--- config.mk ---
export PLATFORM = sky130hd
export DESIGN_NAME = cond_ctrl_pipe_flat
export DESIGN_NICKNAME = d
export VERILOG_FILES = /design/src/rtl/cond_ctrl_pipe_pkg.sv /design/src/rtl/cond_ctrl_pipe_if.sv /design/src/rtl/cond_ctrl_pipe_cond_eval.sv /design/src/rtl/cond_ctrl_pipe.sv /design/src/flat_wrapper.sv
export SDC_FILE = /design/constraint.sdc
export NUM_CORES = 1
export LEC_CHECK = 0
export CAP_MARGIN = 25
export CORE_MARGIN = 2
export CORE_UTILIZATION = 45
export DETAILED_ROUTE_END_ITERATION = 8
export PLACE_DENSITY = 0.81
export SLEW_MARGIN = 25
export SYNTH_ARGS = -nofsm -noshare
export SYNTH_HDL_FRONTEND = slang
export SYNTH_SLANG_ARGS = --single-unit
export TNS_END_PERCENT = 1
--- constraint.sdc ---
create_clock -name clk -period 5.9 [get_ports clk]
set_input_delay 0.885 -clock clk [delete_from_list [all_inputs] [get_ports clk]]
set_output_delay 0.885 -clock clk [all_outputs]
set_load 0.05 [all_outputs]
--- src/rtl/cond_ctrl_pipe_pkg.sv ---
// Shared definitions for the condition/control pipeline: ARM condition
// codes, NZCV bit positions and the flag-hazard FSM encoding.
package cond_ctrl_pipe_pkg;

  localparam logic [3:0] COND_EQ = 4'b0000;
  localparam logic [3:0] COND_NE = 4'b0001;
  localparam logic [3:0] COND_CS = 4'b0010;
  localparam logic [3:0] COND_CC = 4'b0011;
  localparam logic [3:0] COND_MI = 4'b0100;
  localparam logic [3:0] COND_PL = 4'b0101;
  localparam logic [3:0] COND_VS = 4'b0110;
  localparam logic [3:0] COND_VC = 4'b0111;
  localparam logic [3:0] COND_HI = 4'b1000;
  localparam logic [3:0] COND_LS = 4'b1001;
  localparam logic [3:0] COND_GE = 4'b1010;
  localparam logic [3:0] COND_LT = 4'b1011;
  localparam logic [3:0] COND_GT = 4'b1100;
  localparam logic [3:0] COND_LE = 4'b1101;
  localparam logic [3:0] COND_AL = 4'b1110;

  localparam int FLAG_N = 3;
  localparam int FLAG_Z = 2;
  localparam int FLAG_C = 1;
  localparam int FLAG_V = 0;

  typedef enum logic {
    ST_READY   = 1'b0,
    ST_PENDING = 1'b1
  } state_t;

endpackage

--- src/rtl/cond_ctrl_pipe_if.sv ---
// Decoder-side bus of the condition/control pipeline: instruction
// handshake, ALU flag return and the registered control outputs.
interface cond_ctrl_pipe_if #(
  parameter int GROUPS = 2
);
  logic              in_valid;
  logic              in_ready;
  logic [3:0]        Cond;
  logic [GROUPS-1:0] FlagW;
  logic              PCS;
  logic              RegW;
  logic              MemW;
  logic              NoWrite;
  logic [3:0]        ALUFlags;
  logic              alu_valid;
  logic              out_valid;
  logic              out_ready;
  logic              PCSrc;
  logic              RegWrite;
  logic              MemWrite;
  logic              CondEx;
  logic [GROUPS-1:0] FlagWrite;
  logic [3:0]        Flags;

  modport master (
    output in_valid, Cond, FlagW, PCS, RegW, MemW, NoWrite,
    output ALUFlags, alu_valid, out_ready,
    input  in_ready, out_valid, PCSrc, RegWrite, MemWrite, CondEx,
    input  FlagWrite, Flags
  );

  modport slave (
    input  in_valid, Cond, FlagW, PCS, RegW, MemW, NoWrite,
    input  ALUFlags, alu_valid, out_ready,
    output in_ready, out_valid, PCSrc, RegWrite, MemWrite, CondEx,
    output FlagWrite, Flags
  );
endinterface

--- src/rtl/cond_ctrl_pipe_cond_eval.sv ---
// Purely combinational ARM condition-code evaluator over NZCV.
module cond_eval
  import cond_ctrl_pipe_pkg::*;
(
  input  logic [3:0] Cond,
  input  logic [3:0] flags,
  output logic       CondEx
);

  logic n, z, c, v;

  assign n = flags[FLAG_N];
  assign z = flags[FLAG_Z];
  assign c = flags[FLAG_C];
  assign v = flags[FLAG_V];

  // Decode the condition field; the unused 1111 encoding executes always.
  always_comb begin
    CondEx = 1'b1;
    case (Cond)
      COND_EQ: CondEx = z;
      COND_NE: CondEx = ~z;
      COND_CS: CondEx = c;
      COND_CC: CondEx = ~c;
      COND_MI: CondEx = n;
      COND_PL: CondEx = ~n;
      COND_VS: CondEx = v;
      COND_VC: CondEx = ~v;
      COND_HI: CondEx = c & ~z;
      COND_LS: CondEx = ~c | z;
      COND_GE: CondEx = (n == v);
      COND_LT: CondEx = (n != v);
      COND_GT: CondEx = ~z & (n == v);
      COND_LE: CondEx = z | (n != v);
      COND_AL: CondEx = 1'b1;
      default: CondEx = 1'b1;
    endcase
  end

endmodule

--- src/rtl/cond_ctrl_pipe.sv ---
// Condition-check and control-gating stage with architectural NZCV flags,
// a flag-hazard interlock and an optional ALU-flag bypass.
module cond_ctrl_pipe #(
  parameter int GROUPS = 2,
  parameter int FWD    = 1
) (
  input logic            clk,
  input logic            reset,
  cond_ctrl_pipe_if.slave bus
);
  import cond_ctrl_pipe_pkg::*;

  localparam int GW = 4 / GROUPS;

  // Spread a per-group mask onto the four flag bits it covers.
  function automatic logic [3:0] group_bits(input logic [GROUPS-1:0] m);
    logic [3:0] r;
    for (int b = 0; b < 4; b++) r[b] = m[b / GW];
    return r;
  endfunction

  state_t            state_p1;
  logic [GROUPS-1:0] pend_mask_p1;
  logic [3:0]        flags_q;
  logic [3:0]        flags_eff_p0;
  logic              condex_p0;
  logic              out_stall;
  logic              alu_take;
  logic              in_ready_c;
  logic              accept_p0;
  logic [GROUPS-1:0] fw_p0;

  logic              vld_p1;
  logic              pcsrc_p1;
  logic              regwrite_p1;
  logic              memwrite_p1;
  logic              condex_p1;
  logic [GROUPS-1:0] flagwrite_p1;

  // ---- stage p0: hazard check, flag bypass and condition evaluation ----
  // Handshake and effective flags seen by the incoming instruction.
  always_comb begin
    out_stall    = vld_p1 & ~bus.out_ready;
    alu_take     = (state_p1 == ST_PENDING) & bus.alu_valid;
    in_ready_c   = 1'b0;
    flags_eff_p0 = flags_q;
    if (state_p1 == ST_READY)
      in_ready_c = ~out_stall;
    else if (bus.alu_valid && FWD != 0)
      in_ready_c = ~out_stall;
    if (FWD != 0 && alu_take)
      flags_eff_p0 = (flags_q & ~group_bits(pend_mask_p1)) |
                     (bus.ALUFlags & group_bits(pend_mask_p1));
  end

  cond_eval u_cond_eval (
    .Cond   (bus.Cond),
    .flags  (flags_eff_p0),
    .CondEx (condex_p0)
  );

  assign accept_p0 = bus.in_valid & in_ready_c;
  assign fw_p0     = bus.FlagW & {GROUPS{condex_p0}};

  // Architectural flags: one independently enabled register per group.
  for (genvar g = 0; g < GROUPS; g++) begin : g_flag
    logic [GW-1:0] grp_q;

    // Load this group from the ALU only when the pending writer owns it.
    always_ff @(posedge clk) begin
      if (!reset)
        grp_q <= '0;
      else if (alu_take && pend_mask_p1[g])
        grp_q <= bus.ALUFlags[g*GW +: GW];
    end

    assign flags_q[g*GW +: GW] = grp_q;
  end

  // Flag-hazard FSM: PENDING while a flag writer awaits its ALU result.
  always_ff @(posedge clk) begin
    if (!reset) begin
      state_p1     <= ST_READY;
      pend_mask_p1 <= '0;
    end else begin
      case (state_p1)
        ST_READY: begin
          if (accept_p0 && |fw_p0) begin
            state_p1     <= ST_PENDING;
            pend_mask_p1 <= fw_p0;
          end
        end
        ST_PENDING: begin
          if (bus.alu_valid) begin
            if (accept_p0 && |fw_p0) begin
              pend_mask_p1 <= fw_p0;
            end else begin
              state_p1     <= ST_READY;
              pend_mask_p1 <= '0;
            end
          end
        end
        default: begin
          state_p1     <= ST_READY;
          pend_mask_p1 <= '0;
        end
      endcase
    end
  end

  // ---- stage p1: registered, condition-gated control outputs ----
  // Capture on acceptance, hold while stalled, drop valid once consumed.
  always_ff @(posedge clk) begin
    if (!reset) begin
      vld_p1       <= 1'b0;
      pcsrc_p1     <= 1'b0;
      regwrite_p1  <= 1'b0;
      memwrite_p1  <= 1'b0;
      condex_p1    <= 1'b0;
      flagwrite_p1 <= '0;
    end else if (accept_p0) begin
      vld_p1       <= 1'b1;
      pcsrc_p1     <= bus.PCS & condex_p0;
      regwrite_p1  <= bus.RegW & condex_p0 & ~bus.NoWrite;
      memwrite_p1  <= bus.MemW & condex_p0;
      condex_p1    <= condex_p0;
      flagwrite_p1 <= fw_p0;
    end else if (bus.out_ready) begin
      vld_p1       <= 1'b0;
    end
  end

  assign bus.in_ready  = in_ready_c;
  assign bus.out_valid = vld_p1;
  assign bus.PCSrc     = pcsrc_p1;
  assign bus.RegWrite  = regwrite_p1;
  assign bus.MemWrite  = memwrite_p1;
  assign bus.CondEx    = condex_p1;
  assign bus.FlagWrite = flagwrite_p1;
  assign bus.Flags     = flags_q;

endmodule

--- src/flat_wrapper.sv ---
// flat-port wrapper written by rule: the top's interface ports become plain ports
module cond_ctrl_pipe_flat import cond_ctrl_pipe_pkg::*;
#(
  parameter int GROUPS = 2,
  parameter int FWD    = 1
)
  (clk, reset, bus_in_valid, bus_Cond, bus_FlagW, bus_PCS, bus_RegW, bus_MemW, bus_NoWrite, bus_ALUFlags, bus_alu_valid, bus_out_ready, bus_in_ready, bus_out_valid, bus_PCSrc, bus_RegWrite, bus_MemWrite, bus_CondEx, bus_FlagWrite, bus_Flags);
  cond_ctrl_pipe_if #(.GROUPS(GROUPS)) bus_i ();
  input logic clk;
  input logic reset;
  input wire logic [$bits(bus_i.in_valid)-1:0] bus_in_valid;
  input wire logic [$bits(bus_i.Cond)-1:0] bus_Cond;
  input wire logic [$bits(bus_i.FlagW)-1:0] bus_FlagW;
  input wire logic [$bits(bus_i.PCS)-1:0] bus_PCS;
  input wire logic [$bits(bus_i.RegW)-1:0] bus_RegW;
  input wire logic [$bits(bus_i.MemW)-1:0] bus_MemW;
  input wire logic [$bits(bus_i.NoWrite)-1:0] bus_NoWrite;
  input wire logic [$bits(bus_i.ALUFlags)-1:0] bus_ALUFlags;
  input wire logic [$bits(bus_i.alu_valid)-1:0] bus_alu_valid;
  input wire logic [$bits(bus_i.out_ready)-1:0] bus_out_ready;
  output wire logic [$bits(bus_i.in_ready)-1:0] bus_in_ready;
  output wire logic [$bits(bus_i.out_valid)-1:0] bus_out_valid;
  output wire logic [$bits(bus_i.PCSrc)-1:0] bus_PCSrc;
  output wire logic [$bits(bus_i.RegWrite)-1:0] bus_RegWrite;
  output wire logic [$bits(bus_i.MemWrite)-1:0] bus_MemWrite;
  output wire logic [$bits(bus_i.CondEx)-1:0] bus_CondEx;
  output wire logic [$bits(bus_i.FlagWrite)-1:0] bus_FlagWrite;
  output wire logic [$bits(bus_i.Flags)-1:0] bus_Flags;
  assign bus_i.in_valid = bus_in_valid;
  assign bus_i.Cond = bus_Cond;
  assign bus_i.FlagW = bus_FlagW;
  assign bus_i.PCS = bus_PCS;
  assign bus_i.RegW = bus_RegW;
  assign bus_i.MemW = bus_MemW;
  assign bus_i.NoWrite = bus_NoWrite;
  assign bus_i.ALUFlags = bus_ALUFlags;
  assign bus_i.alu_valid = bus_alu_valid;
  assign bus_i.out_ready = bus_out_ready;
  assign bus_in_ready = bus_i.in_ready;
  assign bus_out_valid = bus_i.out_valid;
  assign bus_PCSrc = bus_i.PCSrc;
  assign bus_RegWrite = bus_i.RegWrite;
  assign bus_MemWrite = bus_i.MemWrite;
  assign bus_CondEx = bus_i.CondEx;
  assign bus_FlagWrite = bus_i.FlagWrite;
  assign bus_Flags = bus_i.Flags;
  cond_ctrl_pipe #(.GROUPS(GROUPS), .FWD(FWD)) u_core (.clk(clk), .reset(reset), .bus(bus_i));
endmodule
[Word level (Yosys, flattened, before mapping)]
Cells that the tools add are included.
Word-level totals
  register bits after elaboration: 14
  input port bits: 19
  logic and storage cells: 71
  output and inout port bits: 12
Operators by class
  eq/ne operators: 17
  multiplexer cells: 13
  bitwise operators: 24
  reduce and logical (&&, ||, !) cells: 7
Operator list (count)
  $eq A4 B4 Y1 const B: 6
  $eq A4 B3 Y1 const B: 4
  $pmux W1 S14: 1
  $and A1 B1 Y1: 9
  $and A4 B4 Y4: 2
  $eq A4 B2 Y1 const B: 2
  $not A1 Y1: 8
  $mux W1: 6
  $mux W2: 3
  $eq A4 B1 Y1 const B: 1
  $logic_not A4 Y1: 1
  $mux W4: 1
  $ne A2 B2 Y1 const B: 2
  $not A4 Y4: 1
  $or A4 B4 Y4: 1
  $pmux W2 S2: 1
  $logic_and A1 B1 Y1: 3
  $and A2 B2 Y2: 1
  $or A1 B1 Y1: 2
  $pmux W1 S2: 1
  $reduce_and A2 Y1: 1
  $reduce_bool A2 Y1: 1
  $reduce_or A2 Y1: 1
  $eq A1 B1 Y1: 1
  $ne A1 B1 Y1: 1

[Logic depth before layout (Yosys ltp)]
  word-level depth: 13
  gate-level depth with buffers: 8
  mapped depth without buffers: 7

[Cells and area by module]
Synthesis repeated with hierarchy kept, for this count alone.
Second synthesis, totals
  cells, all modules: 78
  area, all modules: 797.0 um^2
By module, submodules not included
  cond_ctrl_pipe: area each 631.9 um^2, times used 1, sequential area each 280.3 um^2, cells each 55
  cond_eval: area each 165.2 um^2, times used 1, sequential area each 0.0 um^2, cells each 23

[Least setup slack after synthesis]
No wires, ideal clock.
  path kind: input -> register
  start: input port bus_Cond[2]
  end: register u_core.pend_mask_p1[0]
  setup time: 117 ps
  path slack: 3211 ps
  path buffers: 1
  data required time: 5783 ps
  stages: 7
  arrival time: 2572 ps
  cell sequence: buf_2 > mux4_2 > nor2_1 > nor2_1 > o32a_1 > o2111a_1 > a22o_1
Between the ends
  cells in the longest elaborated chain, start to end: 8
  elaborated cells on any way between the ends: 24
  those cells by class: eq/ne: 14; mux: 5; bitwise: 1; reduce/logical: 4
RTL lines
  start, declared: line flat_wrapper.sv:12  | input wire logic [$bits(bus_i.Cond)-1:0] bus_Cond;
  $eq A4 B4 Y1, or another cell as far along: line cond_ctrl_pipe_cond_eval.sv:20  | case (Cond)
  $pmux W1 S14 *: line cond_ctrl_pipe_cond_eval.sv:20
  $and A2 B2 Y2 *: line cond_ctrl_pipe.sv:63  | assign fw_p0 = bus.FlagW & {GROUPS{condex_p0}};
  $reduce_or A2 Y1: line cond_ctrl_pipe.sv:88, cond_ctrl_pipe.sv:95
  $logic_and A1 B1 Y1: line cond_ctrl_pipe.sv:88, cond_ctrl_pipe.sv:95
  $mux W2: line cond_ctrl_pipe.sv:95  | if (accept_p0 && |fw_p0) begin
  $mux W2: line cond_ctrl_pipe.sv:94  | if (bus.alu_valid) begin
  $pmux W2 S2: line cond_ctrl_pipe.sv:86  | case (state_p1)
  end signal, assigned: line cond_ctrl_pipe.sv:90  | pend_mask_p1 <= fw_p0;
  end signal, assigned: line cond_ctrl_pipe.sv:96  | pend_mask_p1 <= fw_p0;
  end, declared: line cond_ctrl_pipe.sv:23  | logic [GROUPS-1:0] pend_mask_p1;
Mark *: on every way between the ends. The rest lies on a longest branch, timed or not. The select of a mux whose other input is x is not followed.
A chain may end at the register's enable or synchronous reset.

[Worst setup path after layout]
  start: input port bus_alu_valid
  end: output port bus_in_ready
Between the ends
  cells in the longest elaborated chain, start to end: 2
RTL lines
  start, declared: line flat_wrapper.sv:19  | input wire logic [$bits(bus_i.alu_valid)-1:0] bus_alu_valid;
  $mux W1: line cond_ctrl_pipe.sv:49  | else if (bus.alu_valid && FWD != 0)
  $mux W1: line cond_ctrl_pipe.sv:47  | if (state_p1 == ST_READY)
  end, declared: line flat_wrapper.sv:21  | output wire logic [$bits(bus_i.in_ready)-1:0] bus_in_ready;
No other way between the ends.

==> run summary <==
Sequential share of the synthesized area: 0.349
Max transition margin: 0.663
Internal: 0.000164 W
First-pass GRT wire length: 3.22 mm
CTS tree: built
Worst-path clk slew: 90 ps
Die area: 0.00214 mm2
Total wire length: 1.99 mm
Via Count: 795
Hold Fails Final Rpt: 0
Tmin final: 3470 ps
Final Max Tran Viols: 0
Status: complete, no violations
Crit end category: primary output
# diodes: 0
P_leak: 0.429 nW
Synth cell types: 36
Yosys warning count: 0
Drt pass-1 iters: 4
CTS sink cnt: 14
Accumulated negative setup slack: 0 ps
WL/cell: 13.7 um
DR iter-0 viols: 22
Startpoint class of the critical path: input port
Antenna violations before repair: 0
# Post-CTS Setup Buffers: 0
Vias in the first global route: 785
H-tree Lvls: 1
Final Cycle Share: 0.588
Pwr dens: 201 mW/mm2
Area grow syn2layout: 44.7%
Sequential fraction of design power: 0.438
Post-place setup slack: 2450 ps
Clock Path Buffers: 2
RSZ-0062 raised after global routing: false
Post-Syn Nets: 107
Seq cells post-synth: 14
Post-DRT Antenna Nets: 0
Final setup vio count: 0
Gate power share: 0.260
Slack of the critical path: 2430 ps
GRT Residual Overflow: 0
Synthesized area per cell: 9.13 um2
Cts hold-fix bufs: 0
Starting Density: 0.470
Core area: 0.00171 mm2
Placed wire-length estimate: 1.57 mm
Share of layout cells above drive strength 1: 0.100
Vias per cell: 5.48
Crit path DAT: 2590 ps
FP Rows: 15
Worst Max-Slew Pin Slew: 504 ps
GRT Total Usage: 0.212
Post-Syn Instances: 88
Commonest non-fill, non-tap cell in the layout: clkdlybuf4s50_1
Die Wd: 46.3 um
WS Path Type: input port to primary output
CP Capture Point: bus_in_ready
Clock tree root driver cell: clkbuf_4
WP data required: 5020 ps
VDD IR max: 0.218 mV
Worst-Skew Late Latency: 290 ps
Fin Clk Skew: 0.693 ps
Class of the worst hold path: flip-flop to flip-flop
Post-route DRC violation count: 0
Fmax: 0.288 GHz
Core Util, Final: 0.681
Number of I/O port buffers: 30
Max-cap viol count: 0
Pin count of the biggest net entering global routing: 15
End of the worst register-to-register path: u_core.pend_mask_p1[0]
Worst reg2reg path depth: 7
CP Max Fanout: 5
Num CTS Buffers: 3
Net Sw Power: 0.0000691 W
Die height: 46.3 um
Internal reg-to-reg setup slack: 3660 ps
Cts repair resizes: 0
Setup crit start: bus_alu_valid
Part of the power in the clock network: 0.302
Global placer's final weighted congestion: 0.894
FF-to-FF Start: u_core.state_p1
Num ports: 31
Switching power share of the total: 0.296
Final nets: 140
Cell Area, Synth: 803 um2
Commonest non-fill, non-tap cells in the layout: 30 x clkdlybuf4s50_1, 14 x dfxtp_1, 8 x nor2_1
[critical path, stage by stage]
cell and delay [ps]:
clkdlybuf4s50_1 570, nand2b_1 190, and2_1 140, clkdlybuf4s50_1 800
[registers in the layout, summed over array words and instances (netlist names)]
signal                flops
u_core.bus.MemWrite       1
u_core.bus.RegWrite       1
u_core.state_p1           1
u_core.bus.out_valid      1
u_core.bus.CondEx         1
u_core.bus.FlagWrite      2
u_core.pend_mask_p1       2
u_core.bus.PCSrc          1
u_core.g_flag.grp_q       4
[synthesized netlist by cell type, drive strengths merged]
master  instances  area, um2
o211a           1       10.0
dfxtp          14        280
nand2b          2       12.5
a31oi           1       6.26
o21ai           6       30.0
a211oi          1       7.51
nor3b           2       15.0
or3             1       6.26
nand2           5       18.8
clkbuf          1       3.75
o32a            1       10.0
mux2            2       22.5
mux2i           4       56.3
o31a            1       8.76
nor3            1       5.00
a21oi           5       25.0
a22o            4       35.0
nand3           6       40.0
o2111a          1       11.3
nor2b           5       31.3
and2            3       18.8
o211ai          1       7.51
a21boi          1       7.51
nor2            8       30.0
inv             2       7.51
xor2            1       16.3
buf             1       5.00
a32o            3       30.0
and3            2       12.5
mux4            1       22.5
a311o           1       10.0
[stage by stage]
stage	hold WS (ps)	power (W)	cell area (um2)	cells
after floorplan	461	0.000139	803	88
after global placement	446	0.000163	1130	141
after detailed placement	460	0.000165	1130	141
after CTS	478	0.000235	1160	145
after global routing	501	0.000244	1160	145
final	472	0.000234	1160	145
[power groups by stage]
stage	Sequential (W)	Combinational, W	Clock, W
3_3_place_gp	0.000104	0.0000593	0
5_1_grt	0.000103	0.0000648	0.0000763
2_1_floorplan	0.000115	0.0000241	0
3_5_place_dp	0.000105	0.0000603	0
6_report	0.000102	0.0000608	0.0000705
4_1_cts	0.000102	0.0000607	0.0000722
[cell families (layout without fill, tap and decap cells)]
family,Yosys count,in the layout,share of synthesized area
AND/OR/NAND/NOR,35,35,0.237
buffers and inverters,4,36,0.0202
AO/OA/AOI/OAI,27,27,0.248
XOR/XNOR,1,1,0.0203
multiplexers,7,7,0.126
flip-flops,14,14,0.349
[how the worst min path moves through the flow]
stage / endpoint / startpoint / slack, ps / cells after the start
global placement: u_core.bus.RegWrite / u_core.bus.RegWrite / 450 / 1
global route: u_core.bus.MemWrite / u_core.bus.MemWrite / 500 / 1
CTS: u_core.bus.RegWrite / u_core.bus.RegWrite / 480 / 1
detailed placement: u_core.bus.MemWrite / u_core.bus.MemWrite / 460 / 1
floorplan: u_core.pend_mask_p1[1] / u_core.pend_mask_p1[1] / 460 / 1
finish: u_core.bus.RegWrite / u_core.bus.RegWrite / 470 / 1
[layout make-up]
cell class | count | area [um2]
well taps | 25 | 31.3
fillers | 146 | 546
inverters | 2 | 7.51
clock buffers | 4 | 36.3
flip-flops and latches | 14 | 280
multi-input cells | 70 | 507
repair buffers | 30 | 300
[per-layer routing]
metal	up-vias	part of all wire	track usage
li1	396	-	-
met1	373	0.45	0.258
met2	22	0.49	0.344
met3	4	0.040	0.0588
met4	0	0.022	0.0971
met5	-	0	0
(Power assumes the default switching activity.)
